==> config.mk <==
export PLATFORM = sky130hd
export DESIGN_NAME = daisy_chain_slave_n
export DESIGN_NICKNAME = d
export VERILOG_FILES = /design/src/rtl/daisy_chain_pkg.sv /design/src/rtl/daisy_chain_slave_n.sv
export SDC_FILE = /design/constraint.sdc
export NUM_CORES = 1
export LEC_CHECK = 0
export CORE_UTILIZATION = 48
export DETAILED_ROUTE_END_ITERATION = 10
export HOLD_SLACK_MARGIN = 0.15
export PLACE_DENSITY = 0.76
export SYNTH_ARGS = -nofsm -noshare
export SYNTH_HDL_FRONTEND = slang
export SYNTH_SLANG_ARGS = --single-unit
==> constraint.sdc <==
create_clock -name sclk -period 1.5 [get_ports sclk]
set_input_delay 0.3 -clock sclk [delete_from_list [all_inputs] [get_ports sclk]]
set_output_delay 0.3 -clock sclk [all_outputs]
set_load 0.03 [all_outputs]
==> src/rtl/daisy_chain_pkg.sv <==
// -----------------------------------------------------------------------------
// daisy_chain_pkg
//   Types and helpers shared by the daisy-chain SPI slaves.
//   - dc_state_e  : frame-level state of a chain slave
//   - wire_to_bit : maps a wire (shift) index to a frame bit index
// -----------------------------------------------------------------------------
package daisy_chain_pkg;

  typedef enum logic [1:0] {
    ST_IDLE    = 2'd0,
    ST_RECEIVE = 2'd1,
    ST_SEND    = 2'd2,
    ST_DONE    = 2'd3
  } dc_state_e;

  // Wire index 0 is the first bit on the line. With LSB-first ordering it is
  // frame bit 0; with MSB-first ordering it is frame bit width-1.
  function automatic int wire_to_bit(input int wire_idx, input int width,
                                     input bit lsb_first);
    return lsb_first ? wire_idx : (width - 1 - wire_idx);
  endfunction

endpackage

==> src/rtl/daisy_chain_slave_n.sv <==
// -----------------------------------------------------------------------------
// daisy_chain_slave_n
//   Parametrised daisy-chain SPI slave. Once the upstream slave raises
//   done_prev, it shifts in a WIDTH-bit frame on sdi and presents it on
//   rx_data with a one-cycle rx_valid pulse. It then shifts out either the
//   received frame (FORWARD=1) or tx_data (FORWARD=0) on sdo and raises done
//   to enable the next slave. cs high during a transfer aborts the frame.
//
// Parameters
//   WIDTH     : frame length in bits (>= 2)
//   LSB_FIRST : 1 = frame bit 0 first on the wire, 0 = bit WIDTH-1 first
//   FORWARD   : 1 = retransmit received frame, 0 = transmit tx_data
//
// Ports
//   sclk      in   SPI clock, all logic on posedge
//   rst_n     in   asynchronous active-low reset
//   cs        in   chip select, active low
//   sdi       in   serial data from master / upstream slave
//   done_prev in   upstream done, enables capture
//   tx_data   in   local response frame (FORWARD=0), sampled on last rx edge
//   rx_data   out  last complete received frame
//   rx_valid  out  one-cycle pulse when rx_data updates
//   sdo       out  serial data to downstream slave
//   done      out  frame forwarded, enables downstream
//   busy      out  high in RECEIVE or SEND
// -----------------------------------------------------------------------------
module daisy_chain_slave_n
  import daisy_chain_pkg::*;
#(
  parameter int WIDTH     = 8,
  parameter bit LSB_FIRST = 1'b1,
  parameter bit FORWARD   = 1'b1
) (
  input  logic             sclk,
  input  logic             rst_n,
  input  logic             cs,
  input  logic             sdi,
  input  logic             done_prev,
  input  logic [WIDTH-1:0] tx_data,
  output logic [WIDTH-1:0] rx_data,
  output logic             rx_valid,
  output logic             sdo,
  output logic             done,
  output logic             busy
);

  localparam int CW = $clog2(WIDTH + 1);
  localparam int IW = $clog2(WIDTH);
  localparam logic [CW-1:0] LAST_IDX = CW'(WIDTH - 1);
  localparam logic [CW-1:0] CNT_ONE  = CW'(1);

  dc_state_e        state_q, state_d;
  logic [CW-1:0]    cnt_q, cnt_d;
  logic [WIDTH-1:0] rx_shift_q, rx_shift_d;
  logic [WIDTH-1:0] tx_shift_q, tx_shift_d;
  logic [WIDTH-1:0] rx_data_d;
  logic             rx_valid_d, sdo_d, done_d;

  // Frame bit addressed by the current wire index. cnt is held at 0 in IDLE,
  // so the same selector serves the IDLE capture edge (wire index 0).
  logic [IW-1:0]    bit_sel;
  logic [WIDTH-1:0] rx_with_bit;

  assign bit_sel = IW'(wire_to_bit(int'(cnt_q), WIDTH, LSB_FIRST));

  always_comb begin
    rx_with_bit          = rx_shift_q;
    rx_with_bit[bit_sel] = sdi;
  end

  assign busy = (state_q == ST_RECEIVE) || (state_q == ST_SEND);

  always_comb begin
    // NOTE: every signal gets a default before the case, so no path through
    // this block leaves a value unassigned and no latch can be inferred.
    state_d    = state_q;
    cnt_d      = cnt_q;
    rx_shift_d = rx_shift_q;
    tx_shift_d = tx_shift_q;
    rx_data_d  = rx_data;
    sdo_d      = sdo;
    done_d     = done;
    rx_valid_d = 1'b0;

    case (state_q)
      ST_IDLE: begin
        cnt_d  = '0;
        sdo_d  = 1'b0;
        done_d = 1'b0;
        if (!cs && done_prev) begin
          rx_shift_d = rx_with_bit;
          cnt_d      = CNT_ONE;
          state_d    = ST_RECEIVE;
        end
      end

      ST_RECEIVE: begin
        if (cs) begin
          // Abort: rx_data keeps the previous frame, no valid pulse.
          state_d = ST_IDLE;
          cnt_d   = '0;
          sdo_d   = 1'b0;
          done_d  = 1'b0;
        end else begin
          rx_shift_d = rx_with_bit;
          if (cnt_q == LAST_IDX) begin
            rx_data_d  = rx_with_bit;
            rx_valid_d = 1'b1;
            tx_shift_d = FORWARD ? rx_with_bit : tx_data;
            cnt_d      = '0;
            state_d    = ST_SEND;
          end else begin
            cnt_d = cnt_q + CNT_ONE;
          end
        end
      end

      ST_SEND: begin
        if (cs) begin
          state_d = ST_IDLE;
          cnt_d   = '0;
          sdo_d   = 1'b0;
          done_d  = 1'b0;
        end else begin
          sdo_d = tx_shift_q[bit_sel];
          if (cnt_q == LAST_IDX) begin
            cnt_d   = '0;
            state_d = ST_DONE;
          end else begin
            cnt_d = cnt_q + CNT_ONE;
          end
        end
      end

      ST_DONE: begin
        sdo_d = 1'b0;
        if (!cs && done_prev) begin
          done_d = 1'b1;
        end else begin
          done_d  = 1'b0;
          state_d = ST_IDLE;
        end
      end

      default: begin
        state_d = ST_IDLE;
        cnt_d   = '0;
        sdo_d   = 1'b0;
        done_d  = 1'b0;
      end
    endcase
  end

  // NOTE: the shift registers are reset along with the control state; they
  // are only WIDTH bits each, and a known value keeps rx_data and sdo clean
  // immediately after reset.
  always_ff @(posedge sclk or negedge rst_n) begin
    if (!rst_n) begin
      state_q    <= ST_IDLE;
      cnt_q      <= '0;
      rx_shift_q <= '0;
      tx_shift_q <= '0;
      rx_data    <= '0;
      rx_valid   <= 1'b0;
      sdo        <= 1'b0;
      done       <= 1'b0;
    end else begin
      // NOTE: non-blocking assignments so every register samples the values
      // from before this edge, independent of statement order.
      state_q    <= state_d;
      cnt_q      <= cnt_d;
      rx_shift_q <= rx_shift_d;
      tx_shift_q <= tx_shift_d;
      rx_data    <= rx_data_d;
      rx_valid   <= rx_valid_d;
      sdo        <= sdo_d;
      done       <= done_d;
    end
  end

endmodule

==> flow_metrics.tcl, run 1 <==
set metrics [dict create \
    status "complete, but fails checks" \
    violations "setup timing" \
    combPwrFrac 0.519 \
    grt_setup_unrepaired "yes" \
    syn_nets 142 \
    die-area_mm2 0.00348 \
    stdcell_area_mm2 0.00233 \
    clkSinkCount 25 \
    p_int_mw 1.59 \
    leakagePower_nw 1.06 \
    timing.fmax_mhz 565 \
    end_kind "flop" \
    criticalPathCategory "reg2reg" \
    synth_seq_cells 25 \
    cp-start-kind "flop" \
    area_delta_synth_final_pct 49.2 \
    finalSetupViolations 20 \
    post_drt_wl_per_cell_um 19.2 \
    fin_crit_ns 1.77 \
    worst_ep_required_time_ns 1.72 \
    relSlewSlack 0.733 \
    worst_slew_pin_slew_ns 0.392 \
    route.detailed.drc 0 \
    crit_path_cell_trace "buf_6 > ha_4 > and3b_2 > buf_6 > a21o_1 > o32ai_2" \
    dieHeight_um 59.0 \
    clockPowerShare 0.134 \
    synth_cells 123 \
    synth_area_leaders "dfrtp_1 40%, mux2_4 8.7%, mux2_1 8.7%, ha_1 4.8%, mux2_2 3.6%" \
    maxSlewViolCount 0 \
    ios 25 \
    start_util 0.507 \
    grt_use_met2 0.429 \
    dp_hpwl_um 2510 \
    fin_ws_ns -0.270 \
    power_density_mw_per_mm2 1070 \
    core-area_mm2 0.00308 \
    max-cap-violations 0 \
    routabilityCongestion 0.831 \
    avgSynthCellArea_um2 12.7 \
    fin_crit_sh 1.18 \
    synth_edf_count 0 \
    port_buffers 16 \
    clk_latency_ns 0.34 \
    cts.clk_slew.worst_paths_ns 0.16 \
    numCtsBuffers 3 \
    drt_iter0_drc 36 \
    async_flop_share 1.00 \
    clk_path_buf_depth 2 \
    cpMostUsedCell "buf_6" \
    fp.dieW_um 59.0 \
    ir_drop_uv 501 \
    busiest_layer "met2" \
    crit_family "compound AO/OA/AOI/OAI gates" \
    cpPeakStageDelay_ns 0.50 \
    grtUsageTotal 0.231 \
    hp-class "in2async" \
    ant_nets 0 \
    vias 1218 \
    grtUsageMet1 0.263 \
    place_area_mm2 0.00201 \
    ys.flop_type "dfrtp_1" \
    syn-cell-area_mm2 0.00156 \
    total_power_mw 2.50 \
    finalHoldViolCount 0 \
    grt_max_degree 26 \
    clk_root_buffer_cell "clkbuf_4" \
    yosysSeqAreaShare 0.401 \
    clock_skew_ns 0.0134 \
    cts-hold-fix-buffers 0 \
    antenna_found_initial 0 \
    nets 194 \
    swShare 0.362 \
    grt.overflow.total 0 \
    grt_pass1_vias 1277 \
    synth_top_area_cell "dfrtp_1" \
    synth_cell_type_count 39 \
    row_count 20 \
    gr-usage-met3 0.0240 \
    layout-drive-gt1-share 0.569 \
    yosysWarnings 0 \
    htreeDepth 1 \
    synth_top_cell_area_share 0.401 \
    cp.arrival_ns 1.99 \
    cp.buffers_inverters 2 \
    seqPwrFrac 0.347 \
    grt_pass1_wl_um 5910 \
    cp_max_fo 4 \
    p_sw_mw 0.905 \
    cts_tree "yes" \
    crit_path_top_delay_cell "dfrtp_2" \
    antenna_cells 0 \
    viasPerCell 5.59 \
    drtPass1Iterations 4 \
    wl_um 4180 \
    holdWs_ns 0.296 \
]
power by group through the flow:
stage               clock network, mW  logic, mW  registers (mW)
global route                    0.368       1.39           0.875
global placement                    0      0.944           0.838
floorplan                           0      0.694           0.824
detailed placement                  0      0.979           0.842
CTS                             0.346       1.05           0.823
finish                          0.335       1.30           0.867
through the flow:
step / setup WS (ns) / TNS (ns) / utilization / cells
CTS: -0.162 / -2.14 / 0.683 / 213
global placement: -0.299 / -4.13 / 0.654 / 202
global route: -0.266 / -3.43 / 0.756 / 218
floorplan: -0.0579 / -0.415 / - / 123
detailed placement: -0.387 / -5.01 / 0.654 / 202
finish: -0.270 / -2.40 / 0.756 / 218
path summary, 6_finish.rpt:
kind / startpoint / to / slack, ns / cells after the start
max: state_q[0] / state_q[1] / -0.27 / 6
max in group asynchronous: rst_n / cnt_q[1] / 0.92 / 2
min reg2reg: rx_shift_q[0] / rx_shift_q[0] / 0.52 / 1
min: rst_n / rx_valid / 0.30 / 2
min in group sclk: rx_shift_q[0] / rx_shift_q[0] / 0.52 / 1
max reg2reg: state_q[0] / state_q[1] / -0.27 / 6
logic make-up after synthesis:
kind of cell,share of synthesized area
AOI/OAI and AO/OA,0.0618
adders and majority gates,0.0482
buffers and inverters,0.0490
DFF,0.401
muxes,0.265
and+or+nand+nor,0.175
state kept, by name (all words and copies together), names as in the netlist:
| register | flops |
|---|---|
| cnt_q | 4 |
| sdo | 1 |
| rx_valid | 1 |
| state_q | 2 |
| tx_shift_q | 8 |
| done | 1 |
| rx_shift_q | 8 |
synth_stat cells, types with 2 or more instances:
master / number
mux2i_1: 5
mux2_4: 9
nor4_1: 5
nand2b_1: 7
clkbuf_1: 2
nand3b_1: 2
nand3b_2: 4
nor3_1: 2
dfrtp_1: 25
nor4_2: 2
mux2_2: 5
mux2_1: 12
ha_1: 6
nor3b_1: 3
nand2_1: 5
nor2b_1: 2
buf_6: 4
inv_1: 2
what timing repair did:
action | CTS | global route
gates cloned | 1 | 1
hold endpoints to repair | 0 | 0
pin swaps | 5 | 9
gates resized for setup | 17 | 47
endpoints found under the setup margin | 31 | 31
setup buffers | 6 | 6
cells in the final DEF, fill, tap and decap left out, types with 2 or more instances in the layout:
cell / instances
dfrtp_1: 20
nand2b_1: 7
clkdlybuf4s50_1: 4
mux2_1: 10
dfrtp_2: 5
nor3_1: 2
ha_4: 4
nor4_2: 7
nand2_1: 4
clkdlybuf4s15_1: 8
dlygate4sd2_1: 3
buf_6: 10
clkbuf_4: 3
buf_4: 25
nor3b_4: 2
nand3b_1: 2
inv_4: 2
nand3b_2: 3
mux2_4: 15
mux2i_1: 5
buf_12: 4
nor3b_2: 2
final cells by class:
class,instances,area (µm²)
clock buffer,3,22.5
clock inverter,1,7.51
fill,194,752
inverter,3,16.3
multi-input combinational,87,1040
sequential,25,632
tap,44,55.1
timing repair buffer,55,552
per-layer routing:
layer	up-vias	wire, µm	share of wire
li1	551	-	-
met1	634	1670	0.40
met2	21	2300	0.55
met3	12	73	0.017
met4	0	134	0.032
met5	-	0	0
Note: power is estimated with default switching activity, not from simulation.
==> run 2: changes to the inputs <==
--- a/constraint.sdc
+++ b/constraint.sdc
@@ -3,2 +3,2 @@
 set_output_delay 0.3 -clock sclk [all_outputs]
-set_load 0.03 [all_outputs]
+set_load 0.005 [all_outputs]
==> run 2 against run 1 <==
Against the previous run:
- the flow still finishes with violations (setup timing)
- power up 8.3%
- sequential share of layout area shrank 2.0 points
- wire length increased by 3.3%
- first-iteration DRC count fell by 22%
- via count up 3.6%
- clock skew fell by 0.0036 ns
- critical endpoint is now rx_shift_q[4]
==> flow_metrics.tcl, run 2 (synthesized netlist as in run 1, its figures left out) <==
set metrics [dict create \
    ant_nets 0 \
    total_power_mw 2.71 \
    fp.dieW_um 59.0 \
    register_area_um2 629 \
    dp.cells 203 \
    crit_path_cell_trace "buf_6 > inv_4 > ha_4 > mux2i_4 > buf_12 > nor4_4 > mux2_4" \
    maxSlewViolCount 0 \
    r2r_start "state_q[0]" \
    port_buffers 16 \
    max-cap-violations 0 \
    route.detailed.drc 0 \
    fin_crit_sh 1.18 \
    ios 25 \
    multi_input_area_mm2 0.00115 \
    fin_ws_ns -0.263 \
    final_cell_mix "39 x buf_4, 22 x dfrtp_1, 21 x mux2_4, 11 x dlygate4sd2_1, 9 x buf_6" \
    clock_skew_ns 0.00973 \
    ir_drop_uv 680 \
    post_drt_wl_per_cell_um 18.7 \
    cpPeakStageDelay_ns 0.41 \
    leakagePower_nw 1.18 \
    wl_um 4320 \
    nFillCells 174 \
    reg2reg_depth 7 \
    finalHoldViolCount 0 \
    start_util 0.507 \
    cts_tree "yes" \
    reg2reg_slack_ns -0.26 \
    end_kind "flop" \
    nets 207 \
    relSlewSlack 0.779 \
    stdcell_area_mm2 0.00250 \
    core-area_mm2 0.00308 \
    grt_setup_unrepaired "yes" \
    die-area_mm2 0.00348 \
    clk_latency_ns 0.33 \
    power_density_mw_per_mm2 1080 \
    htreeDepth 1 \
    antenna_cells 0 \
    clkSinkCount 25 \
    area_delta_synth_final_pct 60.4 \
    cts.clk_slew.worst_paths_ns 0.15 \
    crit_path_top_delay_cell "dfrtp_1" \
    worst_slew_pin_slew_ns 0.332 \
    grt_pass1_vias 1330 \
    cp_max_fo 6 \
    cp.buffers_inverters 3 \
    viasPerCell 5.46 \
    r2r-end "rx_shift_q[4]" \
    final_cell_count_no_fill 231 \
    routabilityCongestion 0.820 \
    dp_hpwl_um 2380 \
    layout-drive-gt1-share 0.636 \
    grt.overflow.total 0 \
    cp-start-kind "flop" \
    drt_iter0_drc 28 \
    place_area_mm2 0.00201 \
    row_count 20 \
    largestRegisters "rx_shift_q x8, tx_shift_q x8, cnt_q x4" \
    antenna_found_initial 0 \
    fin_crit_ns 1.76 \
    hp-class "in2async" \
    status "complete, but fails checks" \
    dieHeight_um 59.0 \
    clk_root_buffer_cell "clkbuf_4" \
    clk_path_buf_depth 2 \
    crit_family "multiplexers" \
    cp.arrival_ns 2.00 \
    criticalPathCategory "reg2reg" \
    final_common_cell "buf_4" \
    violations "setup timing" \
    grt_pass1_wl_um 6580 \
    utilization 0.813 \
    grt_max_degree 26 \
    vias 1262 \
    drtPass1Iterations 6 \
    finalSetupViolations 20 \
    timing.fmax_mhz 567 \
    grtUsageTotal 0.260 \
    worst_ep_required_time_ns 1.73 \
    numCtsBuffers 3 \
]
==> run 2: cell types whose count changed in the layout (fill, tap and decap cells not counted), sizes merged <==
cell / before / now
dlygate4sd2: 3 / 11
clkbuf: 4 / 5
clkdlybuf4s15: 8 / 0
buf: 39 / 51
==> run 2: stage by stage <==
stage	hold WS [ns]	worst slack (ns)	TNS, ns
floorplan	0.00441	-0.0579	-0.415
global placement	0.470	-0.297	-4.01
detailed placement	0.478	-0.345	-4.53
CTS	0.321	-0.219	-2.38
global route	0.335	-0.297	-3.34
finish	0.315	-0.263	-2.38
==> run 2: report_power, final <==
group	internal (mW)	total, mW	switching [mW]
logic	0.873	1.54	0.667
clock network	0.102	0.319	0.217
registers	0.764	0.848	0.0843
==> run 2: final cells by class <==
type | count | area share
clock inverter | 1 | 0.00300
tap | 44 | 0.0220
timing repair buffer | 68 | 0.248
multi-input combinational | 87 | 0.461
clock buffer | 3 | 0.00900
sequential | 25 | 0.252
inverter | 3 | 0.00550
==> run 2: worst max path at each step <==
| stage | from | to | slack (ns) | depth (start not counted) |
|---|---|---|---|---|
| floorplan | state_q[0] | state_q[0] | -0.06 | 5 |
| global placement | cs | rx_shift_q[6] | -0.30 | 4 |
| detailed placement | done_prev | rx_shift_q[4] | -0.35 | 4 |
| CTS | state_q[0] | rx_shift_q[4] | -0.22 | 7 |
| global route | state_q[0] | rx_shift_q[4] | -0.30 | 7 |
| finish | state_q[0] | rx_shift_q[4] | -0.26 | 7 |
==> run 2: layer usage <==
| layer | global-route usage | part of all wire | vias to the layer above |
|---|---|---|---|
| met5 | 0 | 0 | - |
| met4 | 0.0952 | 0.0076 | 0 |
| met3 | 0.0306 | 0.021 | 4 |
| met2 | 0.472 | 0.54 | 21 |
| met1 | 0.314 | 0.43 | 661 |
| li1 | - | - | 576 |
==> run 2: repair_timing <==
action	in CTS	in global routing
pin swaps	6	5
gates cloned	1	1
setup endpoints to repair	31	24
gates resized for setup	57	14
buffers inserted	22	2
hold buffers	0	0
